## config.mk

```make
export PLATFORM = sky130hd
export DESIGN_NAME = division_arbiter_n_flat
export DESIGN_NICKNAME = d
export VERILOG_FILES = /design/src/rtl/division_arbiter_n_pkg.sv /design/src/rtl/division_arbiter_n_if.sv /design/src/rtl/division_arbiter_n_rr_arbiter.sv /design/src/rtl/division_arbiter_n.sv /design/src/flat_wrapper.sv
export SDC_FILE = /design/constraint.sdc
export NUM_CORES = 1
export LEC_CHECK = 0
export ABC_AREA = 1
export CORE_AREA = 5 5 165 167
export CTS_CLUSTER_DIAMETER = 200
export DETAILED_ROUTE_END_ITERATION = 16
export DIE_AREA = 0 0 170 172
export PLACE_DENSITY = 0.67
export SLEW_MARGIN = 20
export SYNTH_ARGS = -nofsm -noshare
export SYNTH_HDL_FRONTEND = slang
export SYNTH_SLANG_ARGS = --single-unit
```

## constraint.sdc

```tcl
create_clock -name clk_i -period 8.3 [get_ports clk_i]
set_input_delay 1.66 -clock clk_i [delete_from_list [all_inputs] [get_ports clk_i]]
set_output_delay 1.66 -clock clk_i [all_outputs]
set_load 0.005 [all_outputs]
```

## src/rtl/division_arbiter_n_pkg.sv

```systemverilog
// Shared FSM type, timeout-counter sizing and error-pattern helper for the
// round-robin shared-divider controller.
package div_arb_pkg;

  typedef enum logic [1:0] {
    IDLE,
    ISSUE,
    WAIT,
    RESP
  } state_t;

  localparam int TMO_DEF    = 255;
  localparam int ONES_MAX_W = 64;

  function automatic int tmo_width(input int tmo);
    return $clog2(tmo + 1);
  endfunction

  localparam int TMO_W = tmo_width(TMO_DEF);

  // Low w bits set; callers cast down to their own width.
  function automatic logic [ONES_MAX_W-1:0] err_ones(input int w);
    logic [ONES_MAX_W-1:0] v;
    v = '0;
    for (int i = 0; i < ONES_MAX_W; i++) begin
      if (i < w) v[i] = 1'b1;
    end
    return v;
  endfunction

endpackage

```

## src/rtl/division_arbiter_n_if.sv

```systemverilog
// Requester bus and divider-side signals of the shared-divider controller.
// slave = controller side, master = clients/divider side.
interface division_arbiter_n_if #(
  parameter int N     = 32,
  parameter int DIGIT = 16,
  parameter int NREQ  = 4
);
  logic [NREQ-1:0]   req_i;
  logic [NREQ*N-1:0] a_i;
  logic [NREQ*N-1:0] b_i;
  logic [NREQ-1:0]   ack_o;
  logic              err_o;
  logic [N-1:0]      q_int_o;
  logic [DIGIT-1:0]  q_dec_o;
  logic              busy_o;
  logic              div_start_o;
  logic              div_abort_o;
  logic [N-1:0]      div_a_o;
  logic [N-1:0]      div_b_o;
  logic              div_done_i;
  logic [N-1:0]      div_q_int_i;
  logic [DIGIT-1:0]  div_q_dec_i;

  modport slave (
    input  req_i, a_i, b_i, div_done_i, div_q_int_i, div_q_dec_i,
    output ack_o, err_o, q_int_o, q_dec_o, busy_o,
           div_start_o, div_abort_o, div_a_o, div_b_o
  );

  modport master (
    output req_i, a_i, b_i, div_done_i, div_q_int_i, div_q_dec_i,
    input  ack_o, err_o, q_int_o, q_dec_o, busy_o,
           div_start_o, div_abort_o, div_a_o, div_b_o
  );
endinterface

```

## src/rtl/division_arbiter_n_rr_arbiter.sv

```systemverilog
// Combinational round-robin pick: first set request at or after the pointer,
// wrapping; the pointer register itself lives in the parent.
module rr_arbiter_n #(
  parameter int NREQ = 4,
  parameter int PW   = $clog2(NREQ)
) (
  input  logic [NREQ-1:0] i_req,
  input  logic [PW-1:0]   i_ptr,
  output logic [NREQ-1:0] o_gnt,
  output logic [PW-1:0]   o_idx,
  output logic            o_any
);

  logic          w_found;
  logic [PW-1:0] w_j;

  always_comb begin
    o_gnt   = '0;
    o_idx   = '0;
    w_found = 1'b0;
    w_j     = '0;
    for (int k = 0; k < NREQ; k++) begin
      w_j = PW'((int'(i_ptr) + k) % NREQ);
      if (!w_found && i_req[w_j]) begin
        w_found    = 1'b1;
        o_gnt[w_j] = 1'b1;
        o_idx      = w_j;
      end
    end
  end

  assign o_any = |i_req;

endmodule

```

## src/rtl/division_arbiter_n.sv

```systemverilog
// Shares one multi-cycle divider among NREQ requesters: grant, start, wait for
// done or timeout, then a one-cycle ack; divide-by-zero bypasses the divider.
module division_arbiter_n
  import div_arb_pkg::*;
#(
  parameter int N     = 32,
  parameter int DIGIT = 16,
  parameter int NREQ  = 4,
  parameter int TMO   = TMO_DEF
) (
  input  logic                clk_i,
  input  logic                rst_i,
  division_arbiter_n_if.slave bus
);

  localparam int PW = $clog2(NREQ);
  localparam int CW = tmo_width(TMO);
  localparam logic [N-1:0]     Q_INT_ERR = N'(err_ones(N));
  localparam logic [DIGIT-1:0] Q_DEC_ERR = DIGIT'(err_ones(DIGIT));

  state_t           r_state;
  state_t           w_nxt;
  logic [PW-1:0]    r_ptr;
  logic [PW-1:0]    r_gnt;
  logic [NREQ-1:0]  r_gnt_oh;
  logic [CW-1:0]    r_cnt;
  logic             r_err;
  logic [N-1:0]     r_q_int;
  logic [DIGIT-1:0] r_q_dec;
  logic [N-1:0]     r_div_a;
  logic [N-1:0]     r_div_b;

  logic [NREQ-1:0]  w_gnt;
  logic [PW-1:0]    w_idx;
  logic             w_any;
  logic [N-1:0]     w_a_win;
  logic [N-1:0]     w_b_win;
  logic             w_tmo;

  rr_arbiter_n #(.NREQ(NREQ), .PW(PW)) u_rr (
    .i_req (bus.req_i),
    .i_ptr (r_ptr),
    .o_gnt (w_gnt),
    .o_idx (w_idx),
    .o_any (w_any)
  );

  assign w_a_win = bus.a_i[int'(w_idx)*N +: N];
  assign w_b_win = bus.b_i[int'(w_idx)*N +: N];
  // Counter holds completed WAIT cycles, so this is the TMO-th WAIT cycle.
  assign w_tmo   = (r_cnt == CW'(TMO - 1));

  always_ff @(posedge clk_i or negedge rst_i) begin
    if (!rst_i) r_state <= IDLE;
    else        r_state <= w_nxt;
  end

  always_comb begin
    w_nxt           = r_state;
    bus.ack_o       = '0;
    bus.busy_o      = 1'b1;
    bus.div_start_o = 1'b0;
    bus.div_abort_o = 1'b0;
    case (r_state)
      IDLE: begin
        bus.busy_o = 1'b0;
        if (w_any) w_nxt = (w_b_win == '0) ? RESP : ISSUE;
      end
      ISSUE: begin
        bus.div_start_o = 1'b1;
        w_nxt           = WAIT;
      end
      WAIT: begin
        // A done landing on the timeout cycle takes priority over the abort.
        if (bus.div_done_i) begin
          w_nxt = RESP;
        end else if (w_tmo) begin
          bus.div_abort_o = 1'b1;
          w_nxt           = RESP;
        end
      end
      RESP: begin
        bus.ack_o = r_gnt_oh;
        w_nxt     = IDLE;
      end
      default: w_nxt = IDLE;
    endcase
  end

  always_ff @(posedge clk_i or negedge rst_i) begin
    if (!rst_i) begin
      r_ptr    <= '0;
      r_gnt    <= '0;
      r_gnt_oh <= '0;
      r_cnt    <= '0;
      r_err    <= 1'b0;
      r_q_int  <= '0;
      r_q_dec  <= '0;
      r_div_a  <= '0;
      r_div_b  <= '0;
    end else begin
      case (r_state)
        IDLE: begin
          if (w_any) begin
            r_div_a  <= w_a_win;
            r_div_b  <= w_b_win;
            r_gnt    <= w_idx;
            r_gnt_oh <= w_gnt;
            if (w_b_win == '0) begin
              r_err   <= 1'b1;
              r_q_int <= Q_INT_ERR;
              r_q_dec <= Q_DEC_ERR;
            end
          end
        end
        ISSUE: r_cnt <= '0;
        WAIT: begin
          r_cnt <= r_cnt + CW'(1);
          if (bus.div_done_i) begin
            r_err   <= 1'b0;
            r_q_int <= bus.div_q_int_i;
            r_q_dec <= bus.div_q_dec_i;
          end else if (w_tmo) begin
            r_err   <= 1'b1;
            r_q_int <= Q_INT_ERR;
            r_q_dec <= Q_DEC_ERR;
          end
        end
        RESP: r_ptr <= (r_gnt == PW'(NREQ - 1)) ? '0 : r_gnt + PW'(1);
        default: ;
      endcase
    end
  end

  assign bus.err_o   = r_err;
  assign bus.q_int_o = r_q_int;
  assign bus.q_dec_o = r_q_dec;
  assign bus.div_a_o = r_div_a;
  assign bus.div_b_o = r_div_b;

endmodule

```

## src/flat_wrapper.sv

```systemverilog
// flat-port wrapper written by rule: the top's interface ports become plain ports
module division_arbiter_n_flat import div_arb_pkg::*;
#(
  parameter int N     = 32,
  parameter int DIGIT = 16,
  parameter int NREQ  = 4,
  parameter int TMO   = TMO_DEF
)
  (clk_i, rst_i, bus_req_i, bus_a_i, bus_b_i, bus_div_done_i, bus_div_q_int_i, bus_div_q_dec_i, bus_ack_o, bus_err_o, bus_q_int_o, bus_q_dec_o, bus_busy_o, bus_div_start_o, bus_div_abort_o, bus_div_a_o, bus_div_b_o);
  division_arbiter_n_if #(.N(N), .DIGIT(DIGIT), .NREQ(NREQ)) bus_i ();
  input  logic clk_i;
  input  logic rst_i;
  input wire logic [$bits(bus_i.req_i)-1:0] bus_req_i;
  input wire logic [$bits(bus_i.a_i)-1:0] bus_a_i;
  input wire logic [$bits(bus_i.b_i)-1:0] bus_b_i;
  input wire logic [$bits(bus_i.div_done_i)-1:0] bus_div_done_i;
  input wire logic [$bits(bus_i.div_q_int_i)-1:0] bus_div_q_int_i;
  input wire logic [$bits(bus_i.div_q_dec_i)-1:0] bus_div_q_dec_i;
  output wire logic [$bits(bus_i.ack_o)-1:0] bus_ack_o;
  output wire logic [$bits(bus_i.err_o)-1:0] bus_err_o;
  output wire logic [$bits(bus_i.q_int_o)-1:0] bus_q_int_o;
  output wire logic [$bits(bus_i.q_dec_o)-1:0] bus_q_dec_o;
  output wire logic [$bits(bus_i.busy_o)-1:0] bus_busy_o;
  output wire logic [$bits(bus_i.div_start_o)-1:0] bus_div_start_o;
  output wire logic [$bits(bus_i.div_abort_o)-1:0] bus_div_abort_o;
  output wire logic [$bits(bus_i.div_a_o)-1:0] bus_div_a_o;
  output wire logic [$bits(bus_i.div_b_o)-1:0] bus_div_b_o;
  assign bus_i.req_i = bus_req_i;
  assign bus_i.a_i = bus_a_i;
  assign bus_i.b_i = bus_b_i;
  assign bus_i.div_done_i = bus_div_done_i;
  assign bus_i.div_q_int_i = bus_div_q_int_i;
  assign bus_i.div_q_dec_i = bus_div_q_dec_i;
  assign bus_ack_o = bus_i.ack_o;
  assign bus_err_o = bus_i.err_o;
  assign bus_q_int_o = bus_i.q_int_o;
  assign bus_q_dec_o = bus_i.q_dec_o;
  assign bus_busy_o = bus_i.busy_o;
  assign bus_div_start_o = bus_i.div_start_o;
  assign bus_div_abort_o = bus_i.div_abort_o;
  assign bus_div_a_o = bus_i.div_a_o;
  assign bus_div_b_o = bus_i.div_b_o;
  division_arbiter_n #(.N(N), .DIGIT(DIGIT), .NREQ(NREQ), .TMO(TMO)) u_core (.clk_i(clk_i), .rst_i(rst_i), .bus(bus_i));
endmodule
```

==> results of run 1 <==
-- sequential cells by signal, indices dropped and copies added, names as in the netlist --
signal and count:
u_core.r_ptr 2, u_core.r_cnt 8, u_core.r_gnt_oh 4, u_core.bus.q_dec_o 16
u_core.bus.err_o 1, u_core.bus.q_int_o 32, u_core.bus.div_a_o 32, u_core.r_gnt 2
u_core.bus.div_b_o 32, u_core.r_state 2
-- tightest hold or removal path, stage by stage, from the launching register on --
cell     delay (ns)
dfrtp_1        0.34
nand2_1        0.05
nand2_1        0.04
-- Yosys cell counts (2+ instances only) --
cell type  count  area, um^2
inv_1         27         101
nor2_4         2        22.5
buf_6          5        56.3
clkbuf_1      43         161
nand4_1        6        37.5
dfrtp_1      131        3280
nor3_1         3        15.0
ha_1          11         138
nand3_1      185         926
o22ai_1        6        37.5
o211ai_1      32         240
a22oi_1        2        15.0
buf_4          2        15.0
o21ai_0       68         340
buf_1          5        18.8
nand2_1      289        1080
a31oi_1       37         231
or2_2         80         500
nor3b_1        3        22.5
a21oi_1        8        40.0
buf_2         29         145
nand2_2        7        43.8
inv_2          5        18.8
nor2_1       118         443
-- final cells by class --
type                    count  share of cell area
diodes                      1            0.000192
clock buffers              17              0.0326
clock inverters            15              0.0123
inverters                  33             0.00988
multi-input cells         867               0.326
flip-flops and latches    131               0.251
well taps                 335              0.0321
repair buffers            440               0.336
-- per-layer routing --
layer,wire length (um),track usage,vias to the layer above,part of all wire
li1,-,-,4474,-
met1,13600,0.274,4296,0.40
met2,16800,0.392,357,0.50
met3,2630,0.0594,32,0.078
met4,585,0.0538,2,0.017
met5,11,0,-,0.00033
-- power breakdown --
| part | internal (mW) | switching, mW |
|---|---|---|
| clock | 0.428 | 0.344 |
| combinational | 1.61 | 2.48 |
| sequential | 0.978 | 0.189 |
| total | 3.02 | 3.01 |
-- stage by stage --
step	area [um^2]	utilization	worst slack, ns	hold WS, ns	instances
2_1_floorplan	8030	-	4.57	0.457	1115
4_1_cts	13000	0.509	2.32	0.475	1838
5_1_grt	13000	0.509	1.65	0.488	1839
3_3_place_gp	12500	0.486	1.99	0.454	1806
3_5_place_dp	12500	0.486	1.90	0.458	1806
6_report	13000	0.509	2.27	0.471	1839
-- worst paths after layout --
kind                                        start                endpoint  slack [ns]  cells past startpoint
max                                  bus_req_i[2]   u_core.bus.q_dec_o[1]        2.27                     22
min                        u_core.bus.q_int_o[29]  u_core.bus.q_int_o[29]        0.47                      2
max reg2reg                       u_core.r_ptr[0]   u_core.bus.q_dec_o[1]        2.88                     23
min reg2reg                u_core.bus.q_int_o[29]  u_core.bus.q_int_o[29]        0.47                      2
max in group asynchronous                   rst_i   u_core.bus.div_a_o[8]        5.75                      2
min in group asynchronous                   rst_i  u_core.bus.div_b_o[28]        1.21                      1
-- cells by family (layout without fill, tap and decap cells) --
group                    Yosys count  in the layout
flip-flops                       131            131
AO/OA/AOI/OAI                    158            158
AND/OR/NAND/NOR                  697            697
buffers and inverters            117            505
other                              0              1
XOR/XNOR                           1              1
adder cells (fa/ha/maj)           11             11
==> impl_metrics.yaml, run 1 <==
outcome:
  run_status: "finished, final reports clean"
synth:
  synth-xor-area-share: 0.00109
  synth-main-ff-cell: "dfrtp_1"
  synth_top_family_by_area: "simple AND/OR/NAND/NOR gates"
  synth_compound_area_frac: 0.117
  yosys.area_share.simple: 0.390
  synth_edf_count: 0
  ys_ff_latch: 131
  synth_fa_ha_area_frac: 0.0171
  synth_area_um2: 8030
  synth_cell_types: 35
  syn_nets: 1437
  synthArstFlopShare: 1.00
  muxShareOfSynthArea: 0
  yosys_warnings: 0
  syn_inst: 1115
  yosysSeqAreaShare: 0.408
  synth_area_per_cell_um2: 7.20
clocking:
  h-tree-depth: 4
  clockRootBuffer: "clkbuf_16"
  cts_buffer_depth: 2
  hold_buffers: 0
  cts_sinks: 131
  cts_setup_buffers: 0
  clock_latency_ns: 0.42
  tritoncts: "yes"
  path_clk_slew_ns: 0.06
  post_cts_resized: 0
  cts_buffers: 17
setup_path:
  cp.arrival_ns: 6.33
  path_buf_inv: 4
  critPathTopFamily: "simple AND/OR/NAND/NOR gates"
  start_kind: "input port"
  worstPathCellList: "clkdlybuf4s50_1 -> nand2_1 -> nand3_1 -> nand2_2 -> inv_2 -> nor2_4 -> nand4_2 -> nand2_4 -> nand2_1 -> nand3_1 -> nand2_1 -> inv_1 -> nand2_1 -> nor2_1 -> nand2_1 -> nor2_1 -> nand2_1 -> nand2_2 -> buf_4 -> nand2_2 -> nand2_1 -> nand2_1"
  required_ns: 8.60
  cp_max_fo: 65
  setup.worst_path.end_class: "flip-flop"
  slowest_delay_ns: 0.81
  critPathKind: "in2reg"
  crit_top_cell: "nand2_1"
  crit_path_top_delay_cell: "nand2_4"
sta:
  setup_viol: 0
  report.final.slew_viol_count: 0
  clock.fmax_ghz: 0.166
  final_hold_viol_count: 0
  clock_skew_ns: 0.0116
  slew_headroom: 0.271
  period_share: 0.727
  period_needed_ns: 6.03
  worst_slew_pin_slew_ns: 1.09
  timing.setup.tns_ns: 0
  rsz0062_at_grt: "false"
die:
  rows: 59
  die_area_um2: 29200
  die_w_um: 170
  die_h_um: 172
  ios: 431
  initial_core_util: 0.313
  fp.coreArea_um2: 25600
layout:
  finalNetCount: 1812
  register_area_um2: 3280
  drive_gt1_frac: 0.0958
  multi_input_area_um2: 4250
  syn2layout_area_growth_pct: 62.6
  mostFrequentLayoutCell: "clkdlybuf4s50_1"
  fillers: 2530
  most-common-layout-cells: "clkdlybuf4s50_1, nand2_1, nand3_1"
placement:
  hpwl_mm: 25.6
  globalplace.congestion: 0.945
  io_buffers: 430
job:
  maxCapViolCount: 0
route:
  via_count: 9161
  first_pass_iters: 5
  via_per_inst: 4.98
  drt-initial-drc-count: 894
  detail-route-antenna-nets: 0
  finalWirelength_mm: 33.6
  drt_drc_violations_left: 0
  post_drt_wl_per_cell_um: 18.3
pwr:
  p_leak_nw: 5.58
  finalPower_mw: 6.03
  peakVddDrop_mv: 0.293
  p_per_area_nw_per_um2: 462
min_path:
  hold_path_class: "reg2reg"
global_route:
  grt_pass1_wl_mm: 51.3
  grt_pass1_vias: 8962
  antenna_found_initial: 2
  grt_overflow_total: 0
  grt_usage: 0.223
  grt_max_degree: 75
Note: power is estimated with default switching activity, not from simulation.
==> run 2: changes to the inputs <==
--- a/config.mk
+++ b/config.mk
@@ -10,7 +10,7 @@
 export CTS_CLUSTER_DIAMETER = 200
 export DETAILED_ROUTE_END_ITERATION = 16
 export DIE_AREA = 0 0 170 172
-export PLACE_DENSITY = 0.67
+export PLACE_DENSITY = 0.7
 export SLEW_MARGIN = 20
 export SYNTH_ARGS = -nofsm -noshare
 export SYNTH_HDL_FRONTEND = slang
==> constraint.sdc (replaced) <==
create_clock -name clk_i -period 5.05 [get_ports clk_i]
set_input_delay 1.01 -clock clk_i [delete_from_list [all_inputs] [get_ports clk_i]]
set_output_delay 1.01 -clock clk_i [all_outputs]
set_load 0.005 [all_outputs]
==> run 2 against run 1 <==
Effect of this change: sequential power grew 63%; worst hold slack lost 0.0051 ns; clock skew grew 0.0056 ns; final cell count grew 0.49%; final area grew 0.78%; utilization grew 0.40 points; die area is the same; combinational power grew 71%; sequential share of layout area shrank 0.19 points; global-route usage shrank 0.32 points; setup slack lost 1.4 ns; via count shrank 0.65%; largest cell class unchanged.
==> impl_metrics.yaml, run 2 (synthesis results as in run 1) <==
setup_path:
  slowest_delay_ns: 0.62
  rrSetupSlack_ns: 0.87
  cp.arrival_ns: 4.52
  path_buf_inv: 5
  start_kind: "flip-flop"
  critPathKind: "reg2reg"
  required_ns: 5.39
  crit_top_cell: "nand2_1"
  cp_max_fo: 50
  crit_path_top_delay_cell: "dfrtp_1"
  setup.worst_path.end_class: "flip-flop"
  critPathTopFamily: "simple AND/OR/NAND/NOR gates"
  worstPathCellList: "inv_6 -> ha_1 -> inv_1 -> nand3_1 -> nand2_2 -> inv_2 -> nor2_4 -> nand4_1 -> nand2_4 -> buf_4 -> nand3_1 -> nand2_1 -> nand2_1 -> nor2_1 -> nand2_1 -> nor2_1 -> nand2_1 -> nand2_2 -> buf_4 -> nand3_1 -> nand2_1"
die:
  rows: 59
  fp.coreArea_um2: 25600
  die_w_um: 170
  ios: 431
  die_area_um2: 29200
  die_h_um: 172
  initial_core_util: 0.313
layout:
  syn2layout_area_growth_pct: 63.8
  fin_util: 0.513
  drive_gt1_frac: 0.0999
  finalNetCount: 1820
  finalNonFillerCells: 1848
  mostFrequentLayoutCell: "clkdlybuf4s50_1"
  most-common-layout-cells: "clkdlybuf4s50_1, nand2_1, nand3_1"
global_route:
  grt_pass1_vias: 8837
  grt_max_degree: 97
  antenna_found_initial: 2
  grt_overflow_total: 0
  grt_usage: 0.220
  grt_pass1_wl_mm: 50.5
sta:
  report.final.slew_viol_count: 0
  worst_slew_pin_slew_ns: 0.939
  period_needed_ns: 4.18
  clock_skew_ns: 0.0172
  final_hold_viol_count: 0
  setup_viol: 0
  slew_headroom: 0.374
  rsz0062_at_grt: "false"
  clock.fmax_ghz: 0.239
  timing.setup.tns_ns: 0
  period_share: 0.828
placement:
  globalplace.congestion: 0.930
  io_buffers: 430
  place_inst: 1814
  hpwl_mm: 25.8
clocking:
  cts_sinks: 131
  hold_buffers: 0
  path_clk_slew_ns: 0.06
  cts_setup_buffers: 0
  cts_buffers: 17
  clockRootBuffer: "clkbuf_16"
  cts_buffer_depth: 2
  h-tree-depth: 4
  clock_latency_ns: 0.42
  tritoncts: "yes"
  post_cts_resized: 0
pwr:
  p_leak_nw: 5.64
  finalPower_mw: 10.2
  p_per_area_nw_per_um2: 773
  peakVddDrop_mv: 0.501
route:
  via_count: 9101
  finalWirelength_mm: 33.7
  drt-initial-drc-count: 696
  post_drt_wl_per_cell_um: 18.2
  detail-route-antenna-nets: 0
  via_per_inst: 4.92
  drt_drc_violations_left: 0
  first_pass_iters: 5
outcome:
  run_status: "finished, final reports clean"
min_path:
  hold_path_class: "reg2reg"
job:
  maxCapViolCount: 0
-- run 2: cell count changes in the layout (fill, tap and decap cells not counted) --
cell | before | now
bufinv_16 | 1 | 2
inv_2 | 6 | 5
clkinv_2 | 0 | 2
inv_8 | 4 | 0
clkinv_4 | 2 | 1
buf_4 | 10 | 16
buf_12 | 0 | 2
inv_1 | 26 | 27
clkbuf_8 | 0 | 2
diode_2 | 1 | 2
-- run 2: path summary, 6_finish.rpt --
kind,start,to,cells after the start
min in group asynchronous,rst_i,u_core.bus.div_a_o[0],1
hold reg to reg,u_core.bus.q_int_o[29],u_core.bus.q_int_o[29],2
setup reg to reg,u_core.r_ptr[0],u_core.bus.q_int_o[5],21
hold / removal,u_core.bus.q_int_o[29],u_core.bus.q_int_o[29],2
max in group asynchronous,rst_i,u_core.bus.q_int_o[29],2
setup / recovery,u_core.r_ptr[0],u_core.bus.q_int_o[5],21
-- run 2: through the flow --
stage	hold slack, ns	cell area (um^2)	setup WS, ns
floorplan	0.457	8030	1.97
global placement	0.454	12500	0.559
detailed placement	0.458	12500	0.517
CTS	0.472	13100	0.909
global route	0.492	13100	0.578
finish	0.466	13100	0.870
-- run 2: where the power goes --
part	internal (mW)	switching (mW)	leakage (nW)
Combinational	2.75	4.23	3.82
Sequential	1.61	0.300	1.53
Clock	0.763	0.512	0.292
-- run 2: worst min-delay path, cell delays in order (launching register included) --
cell and delay (ns):
dfrtp_1 0.34, nand2_1 0.05, nand2_1 0.04
-- run 2: routing by layer --
layer  up-vias  GRT usage  share of wire
li1       4496          -              -
met1      4219      0.271           0.40
met2       337      0.382           0.51
met3        49     0.0455          0.060
met4         0     0.0806          0.030
met5         -          0              0
-- run 2: layout make-up --
type,instances,area (um^2)
clock buffer,19,453
multi-input combinational,867,4250
sequential,131,3280
timing repair buffer,448,4470
tap,335,419
antenna,2,5.00
fill,2500,12500
clock inverter,13,146
inverter,33,129
